==> config.mk <==
export PLATFORM = sky130hd
export DESIGN_NAME = pipe_elastic_chain
export DESIGN_NICKNAME = d
export VERILOG_FILES = /design/src/rtl/pipe_elastic_chain.sv
export SDC_FILE = /design/constraint.sdc
export NUM_CORES = 1
export LEC_CHECK = 0
export ABC_AREA = 1
export CAP_MARGIN = 15
export CORE_MARGIN = 4
export CORE_UTILIZATION = 40
export CTS_CLUSTER_SIZE = 8
export DETAILED_ROUTE_END_ITERATION = 7
export GPL_TIMING_DRIVEN = 1
export PLACE_DENSITY = 0.64
export SYNTH_ARGS = -nofsm -noshare
export SYNTH_HDL_FRONTEND = slang
export SYNTH_SLANG_ARGS = --single-unit
==> constraint.sdc <==
create_clock -name i_clk -period 4.87 [get_ports i_clk]
set_input_delay 0.487 -clock i_clk [delete_from_list [all_inputs] [get_ports i_clk]]
set_output_delay 0.487 -clock i_clk [all_outputs]
set_load 0.05 [all_outputs]
==> src/rtl/pipe_elastic_chain.sv <==
// Elastic register chain of DEPTH stages with collapsing bubbles,
// synchronous flush and a registered occupancy count.
module pipe_elastic_chain #(
    parameter int  W_DATA = 32,
    parameter int  DEPTH  = 4,
    localparam int W_CNT  = $clog2(DEPTH + 1)
) (
    input  logic              i_clk,
    input  logic              resetn,
    input  logic              i_valid,
    output logic              o_ready,
    input  logic [W_DATA-1:0] i_data,
    output logic              o_valid,
    input  logic              i_ready,
    output logic [W_DATA-1:0] o_data,
    input  logic              i_flush,
    output logic [W_CNT-1:0]  o_count
);

    // Handshake: a word moves across an interface on a rising edge exactly when
    // valid and ready are both high; valid never depends on ready of the same side.
    logic [DEPTH-1:0]  v_q, v_d;
    logic [W_DATA-1:0] d_q [DEPTH];
    logic [W_DATA-1:0] d_d [DEPTH];
    logic [W_CNT-1:0]  count_q, count_d;
    logic [DEPTH-1:0]  rdy;
    logic              in_fire;
    logic              out_fire;

    // A stage may load when it or any stage downstream of it has room.
    always_comb begin
        logic chain;
        rdy   = '0;
        chain = i_ready;
        for (int k = DEPTH - 1; k >= 0; k--) begin
            chain  = ~v_q[k] | chain;
            rdy[k] = chain;
        end
    end

    assign o_ready  = rdy[0] & ~i_flush;
    assign o_valid  = v_q[DEPTH-1];
    assign o_data   = d_q[DEPTH-1];
    assign o_count  = count_q;
    assign in_fire  = i_valid & o_ready;
    assign out_fire = o_valid & i_ready;

    always_comb begin
        v_d = v_q;
        for (int k = 0; k < DEPTH; k++) begin
            d_d[k] = d_q[k];
        end
        if (rdy[0]) begin
            v_d[0] = in_fire;
            d_d[0] = i_data;
        end
        for (int k = 1; k < DEPTH; k++) begin
            if (rdy[k]) begin
                v_d[k] = v_q[k-1];
                d_d[k] = d_q[k-1];
            end
        end
        // Flush wins over every load; data registers may keep stale payload.
        if (i_flush) begin
            v_d = '0;
        end
    end

    always_comb begin
        count_d = count_q;
        if (i_flush) begin
            count_d = '0;
        end else if (in_fire && !out_fire) begin
            count_d = count_q + W_CNT'(1);
        end else if (!in_fire && out_fire) begin
            count_d = count_q - W_CNT'(1);
        end
    end

    always_ff @(posedge i_clk or negedge resetn) begin
        if (!resetn) begin
            v_q     <= '0;
            count_q <= '0;
            for (int k = 0; k < DEPTH; k++) begin
                d_q[k] <= '0;
            end
        end else begin
            v_q     <= v_d;
            count_q <= count_d;
            for (int k = 0; k < DEPTH; k++) begin
                d_q[k] <= d_d[k];
            end
        end
    end

endmodule

==> results of run 1 <==
[how the worst max path moves through the flow]
stage / to / slack, ps / cells after the start / start
global placement: d_q[92]$_DFFE_PN0P_ / 1720 / 7 / i_ready
finish: d_q[39]$_DFFE_PN0P_ / 2080 / 8 / i_ready
detailed placement: d_q[35]$_DFFE_PN0P_ / 1620 / 8 / i_ready
floorplan: o_ready / 2530 / 6 / v_q[3]$_DFFE_PN0P_
CTS: d_q[35]$_DFFE_PN0P_ / 2040 / 8 / i_ready
global route: d_q[35]$_DFFE_PN0P_ / 1780 / 8 / i_ready
[synthesized netlist by cell type, types with 3 or more instances]
library cell / instances
nor2_1: 3
clkbuf_1: 12
dfrtp_1: 135
mux2_1: 27
buf_4: 33
mux2_2: 4
buf_1: 4
buf_2: 5
o21ai_0: 4
inv_1: 11
nand3_1: 6
nand2_1: 297
[registers in the layout (all words and copies together) (netlist names)]
register and count:
o_count 3, o_data 32, d_q 96, v_q 4
[layout make-up]
type / instances / share of cell area, %
Sequential cell: 135 / 50.8
Inverter: 12 / 0.678
Multi-Input combinational cell: 351 / 24.6
Timing Repair Buffer: 77 / 11.4
Tap cell: 176 / 3.31
Clock inverter: 8 / 1.81
Clock buffer: 23 / 7.34
[worst register-to-register path: cells and delay by family (launching register included)]
kind / cells / cell delay [ps]
buffers and inverters: 4 / 1350
AND/OR/NAND/NOR: 4 / 830
flip-flops: 1 / 370
[logic make-up (layout without fill, tap and decap cells)]
logic type	Yosys count	after routing	synth area share, %
compound gates	7	7	0.720
mux	31	31	6.48
xor+xnor	1	1	0.163
fa+ha+maj	1	1	0.371
simple gates	311	311	22.6
flops	135	135	62.7
buf+inv	66	120	7.01
[routing by layer]
metal / up-vias / share of wire, % / global-route usage, %
met3: 14 / 5.0 / 4.36
met2: 96 / 45 / 22.4
met4: 0 / 1.2 / 5.34
li1: 1760 / - / -
met1: 1688 / 48 / 21.4
met5: - / 0 / 0
[report_power, final]
| part | total [mW] | switching, mW | leakage (nW) | internal [mW] |
|---|---|---|---|---|
| Clock | 1.29 | 0.439 | 0.295 | 0.854 |
| Combinational | 0.263 | 0.164 | 1.41 | 0.0990 |
| Sequential | 1.23 | 0.0414 | 1.59 | 1.19 |
[metrics by stage]
stage	hold WS, ps	instances
2_1_floorplan	191	552
3_3_place_gp	445	751
3_5_place_dp	454	751
4_1_cts	152	782
5_1_grt	177	782
6_report	131	782
[layout by cell type, fill, tap and decap left out]
| cell | Yosys | routed |
|---|---|---|
| buf_4 | 33 | 5 |
| xor2_1 | 1 | 1 |
| clkbuf_8 | 0 | 4 |
| o21ai_0 | 4 | 4 |
| nand2_1 | 297 | 297 |
| nand4_1 | 1 | 1 |
| mux2_1 | 27 | 27 |
| buf_6 | 0 | 1 |
| dfrtp_1 | 135 | 135 |
| clkdlybuf4s50_1 | 0 | 71 |
| a21oi_1 | 1 | 1 |
| clkinv_2 | 0 | 3 |
| nand2_4 | 1 | 1 |
| a31oi_1 | 1 | 1 |
| nor2_1 | 3 | 3 |
| inv_1 | 11 | 11 |
| mux2_2 | 4 | 4 |
| bufinv_16 | 0 | 3 |
| clkinvlp_4 | 0 | 2 |
| nor2_4 | 1 | 1 |
| nand4_2 | 1 | 1 |
| inv_2 | 1 | 1 |
| nand3_1 | 6 | 6 |
| clkbuf_16 | 0 | 17 |
| o21a_1 | 1 | 1 |
| clkbuf_1 | 12 | 2 |
| nor2_8 | 1 | 1 |
| fa_1 | 1 | 1 |
==> results.txt, run 1 <==
Area contributors post-synth: dfrtp_1, nand2_1, mux2_1
final antenna-violating net count: 0
Area growth syn-to-layout: 23.3%
Seq/Total Area, Yosys: 62.7%
CTS sink cnt: 135
Fin. Hold Viols: 0
RR Startpoint: v_q[3]$_DFFE_PN0P_
number of global-route vias before repair: 3,622
CP Cell Sequence: clkdlybuf4s50_1 > nor2_4 > buf_4 > inv_2 > nor2_8 > inv_1 > nand2_1 > nand2_1
final instance area: 6650 sq um
hold_buf cts: 0
setup slack at placement: 1620 ps
largest net degree at the start of global routing: 87
worst endpoint required time: 5160 ps
Slew Limit Fails: 0
initial antenna violation count: 0
CP peak stage delay: 560 ps
first-pass GRT wire length: 18.1 mm
cells after synthesis: 552
drt drc: 0
worst min-delay path class: input pin to async pin
RSZ-0062 raised after global routing: no
delay-heaviest family, CP: buffers and inverters
global placement routability congestion: 0.769
Nets: 632
number of gates resized after cts: 0
crit-path max FO: 36
period utilization: 57.3%
FILL cells: 1,219
starting density of the core: 40.7%
Die H: 124 um
Post-synth top flop: dfrtp_1
register area: 3380 sq um
share of cells above drive strength 1: 7.26%
drt total wl: 10.6 mm
Die ar.: 15,400 sq um
critical path class: input pin to register
Final Util: 50.2%
Worst setup EP type: register
root buffer selected by CTS: clkbuf_16
port bufs: 73
crit path time final: 2790 ps
top cell type by total area after synthesis: dfrtp_1
Post-synth EDFFs: 0
Crit path buffers/inverters: 4
I/O pin cnt: 74
grt ovf: 0
CTS tree: done
final setup TNS: 0 ps
worst reg-to-reg setup slack: 2220 ps
CTS max path bufs: 2
router iterations before antenna repair: 5
CP Launch Type: input pin
synthesis-stage register bit count: 135
Die X: 124 um
setup bufs post-CTS: 0
via count: 3,558
synthesized cell area: 5390 sq um
Slew headroom: 37.7%
YS warnings: 0
Reg2Reg Depth: 8
TritonCTS Buffers: 17
Post-Syn Nets: 590
Slowest cell on crit path: inv_1
max frequency: 0.358 GHz
Antenna diodes: 0
max_cap viols: 0
WP data arrival: 3080 ps
Worst Skew: 8.68 ps
Mean Syn Cell Area: 9.76 sq um
end of the worst register-to-register path: d_q[39]$_DFFE_PN0P_
Least-Margin Pin Slew: 934 ps
Rows: 42
Peak supply drop: 0.253 mV
pwr/cell area: 419 nW/um^2
Vias/cell: 4.55
status: complete, no violations
leakage power: 3.29 nW
Worst-path clk slew: 50 ps
# H-tree levels: 4
area fraction of the dominant cell type after synthesis: 62.7%
placement-stage cell area: 6040 sq um
Cell variety after synth: 23
DP Wirelength: 7.01 mm
async set-or-reset flop fraction in the synthesized netlist: 100%
multi-input combinational cell area: 1630 sq um
most used cell, CP: nand2_1
Worst-Skew Late Latency: 410 ps
Total GRT Usage: 15.2%
DR iter-0 viols: 257
routed len/inst: 13.6 um
fin worst setup slack: 2080 ps
Setup-failing EPs final: 0
CORE AREA: 13,200 sq um
Tot Pwr: 2.79 mW
(Power assumes the default switching activity.)
==> run 2: changes to the inputs <==
PLACE_DENSITY = 0.67   (was 0.64)
clock period = 2.3 ns   (was 4.87 ns; I/O delays follow)
==> run 2 against run 1 <==
Global-route usage increased by 0.27 points. Hold slack improved by 220 ps. Cell count increased by 0.77%. Setup slack got worse by 1900 ps. Utilization increased by 0.33 points. Via count increased by 1.6%. Critical path type is now register to primary output. Largest power group unchanged. Highest routed layer unchanged.
==> results.txt, run 2 (synthesized netlist as in run 1, its figures left out) <==
CP peak stage delay: 400 ps
CTS max path bufs: 2
first-pass GRT wire length: 18.2 mm
starting density of the core: 40.7%
# H-tree levels: 4
grt ovf: 0
Slew Limit Fails: 0
leakage power: 3.33 nW
max reg flops: 96
period utilization: 90.8%
root buffer selected by CTS: clkbuf_16
Slowest cell on crit path: dfrtp_1
drt drc: 0
CORE AREA: 13,200 sq um
Fin. Hold Viols: 0
setup bufs post-CTS: 0
final antenna-violating net count: 0
Slew headroom: 31.8%
Area growth syn-to-layout: 24.1%
max frequency: 0.479 GHz
commonest cells after routing, fill and taps aside: nand2_1, dfrtp_1, clkdlybuf4s50_1, mux2_1, clkbuf_16
TritonCTS Buffers: 17
Nets: 638
delay-heaviest family, CP: buffers and inverters
Worst Skew: 12.1 ps
share of cells above drive strength 1: 8.33%
Crit path buffers/inverters: 4
Top reg by flops: d_q
largest net degree at the start of global routing: 64
max_cap viols: 0
critical path launch point: v_q[3]$_DFFE_PN0P_
DR iter-0 viols: 307
CTS sink cnt: 135
CP Launch Type: register
final setup TNS: 0 ps
RR Startpoint: v_q[3]$_DFFE_PN0P_
worst min-delay path class: input pin to async pin
global placement routability congestion: 0.861
FILL cells: 1,205
Rows: 42
via count: 3,614
Die ar.: 15,400 sq um
Worst setup EP type: primary output
register area: 3380 sq um
critical path class: register to primary output
placement-stage cell area: 6090 sq um
Least-Margin Pin Slew: 1020 ps
Setup-failing EPs final: 0
I/O pin cnt: 74
Die H: 124 um
drt total wl: 10.9 mm
Antenna diodes: 0
crit path time final: 2090 ps
Peak supply drop: 0.516 mV
final instance area: 6690 sq um
router iterations before antenna repair: 4
status: complete, no violations
worst endpoint required time: 2070 ps
port bufs: 73
WP data arrival: 1860 ps
Die X: 124 um
most common cell after layout, fill and taps aside: nand2_1
Worst-path clk slew: 60 ps
number of global-route vias before repair: 3,760
CTS tree: done
Total GRT Usage: 15.4%
Worst-Skew Late Latency: 410 ps
Vias/cell: 4.59
RSZ-0062 raised after global routing: no
pwr/cell area: 873 nW/um^2
CP Cell Sequence: inv_1 > nor2_4 > nand4_2 > buf_4 > inv_1 > nor2_1 > buf_4
multi-input combinational cell area: 1630 sq um
crit-path max FO: 36
routed len/inst: 13.8 um
initial antenna violation count: 0
Tot Pwr: 5.84 mW
DP Wirelength: 6.99 mm
==> run 2: changes by cell type in the layout (fill, tap and decap cells not counted), sizes merged <==
cell	delta
buf	+5
clkinv	+3
bufinv	-1
clkbuf	-1
clkinvlp	-1
dlygate4sd3	+1
==> run 2: worst paths after layout <==
check	endpoint	slack, ps	cells after the start
min in group i_clk	d_q[126]$_DFFE_PN0N_	360	3
min	d_q[48]$_DFFE_PN0P_	350	2
min reg2reg	o_data[26]$_DFFE_PN0P_	460	2
max reg2reg	o_count[2]$_DFFE_PN0P_	460	11
max in group asynchronous	d_q[43]$_DFFE_PN0P_	1260	3
max	o_ready	210	7
==> run 2: per-layer routing <==
layer | track usage (%) | up-vias | wire length (um)
met5 | 0 | - | 0
met4 | 6.43 | 0 | 177
met3 | 4.36 | 14 | 733
met2 | 24.3 | 111 | 5080
met1 | 20.1 | 1726 | 4860
li1 | - | 1763 | -
==> run 2: power breakdown <==
group,internal [mW],switching (mW),total (mW),leakage [nW]
sequential,2.51,0.0836,2.60,1.59
combinational,0.217,0.354,0.572,1.44
clock,1.72,0.946,2.67,0.297
==> run 2: timing repair <==
action                                  4_1_cts  5_1_grt
endpoints found under the setup margin        0        0
hold endpoints to repair                     60        0
resized for setup                             0        0
hold buffers                                  1        0
==> run 2: final cells by class <==
class	instances	share of cell area, %
flip-flops and latches	135	50.5
clock inverters	9	1.46
well taps	176	3.29
clock buffers	22	7.39
repair buffers	83	12.3
inverters	12	0.673
multi-input cells	351	24.4
==> run 2: stage by stage <==
step / hold slack [ps] / util [%] / std cells / setup slack [ps]
after CTS: 350 / 50.5 / 788 / 186
after global routing: 356 / 50.5 / 788 / 51.9
after detailed placement: 266 / 46.0 / 756 / 204
after floorplan: -65.6 / - / 552 / 107
final: 350 / 50.5 / 788 / 212
after global placement: 255 / 46.0 / 756 / 264
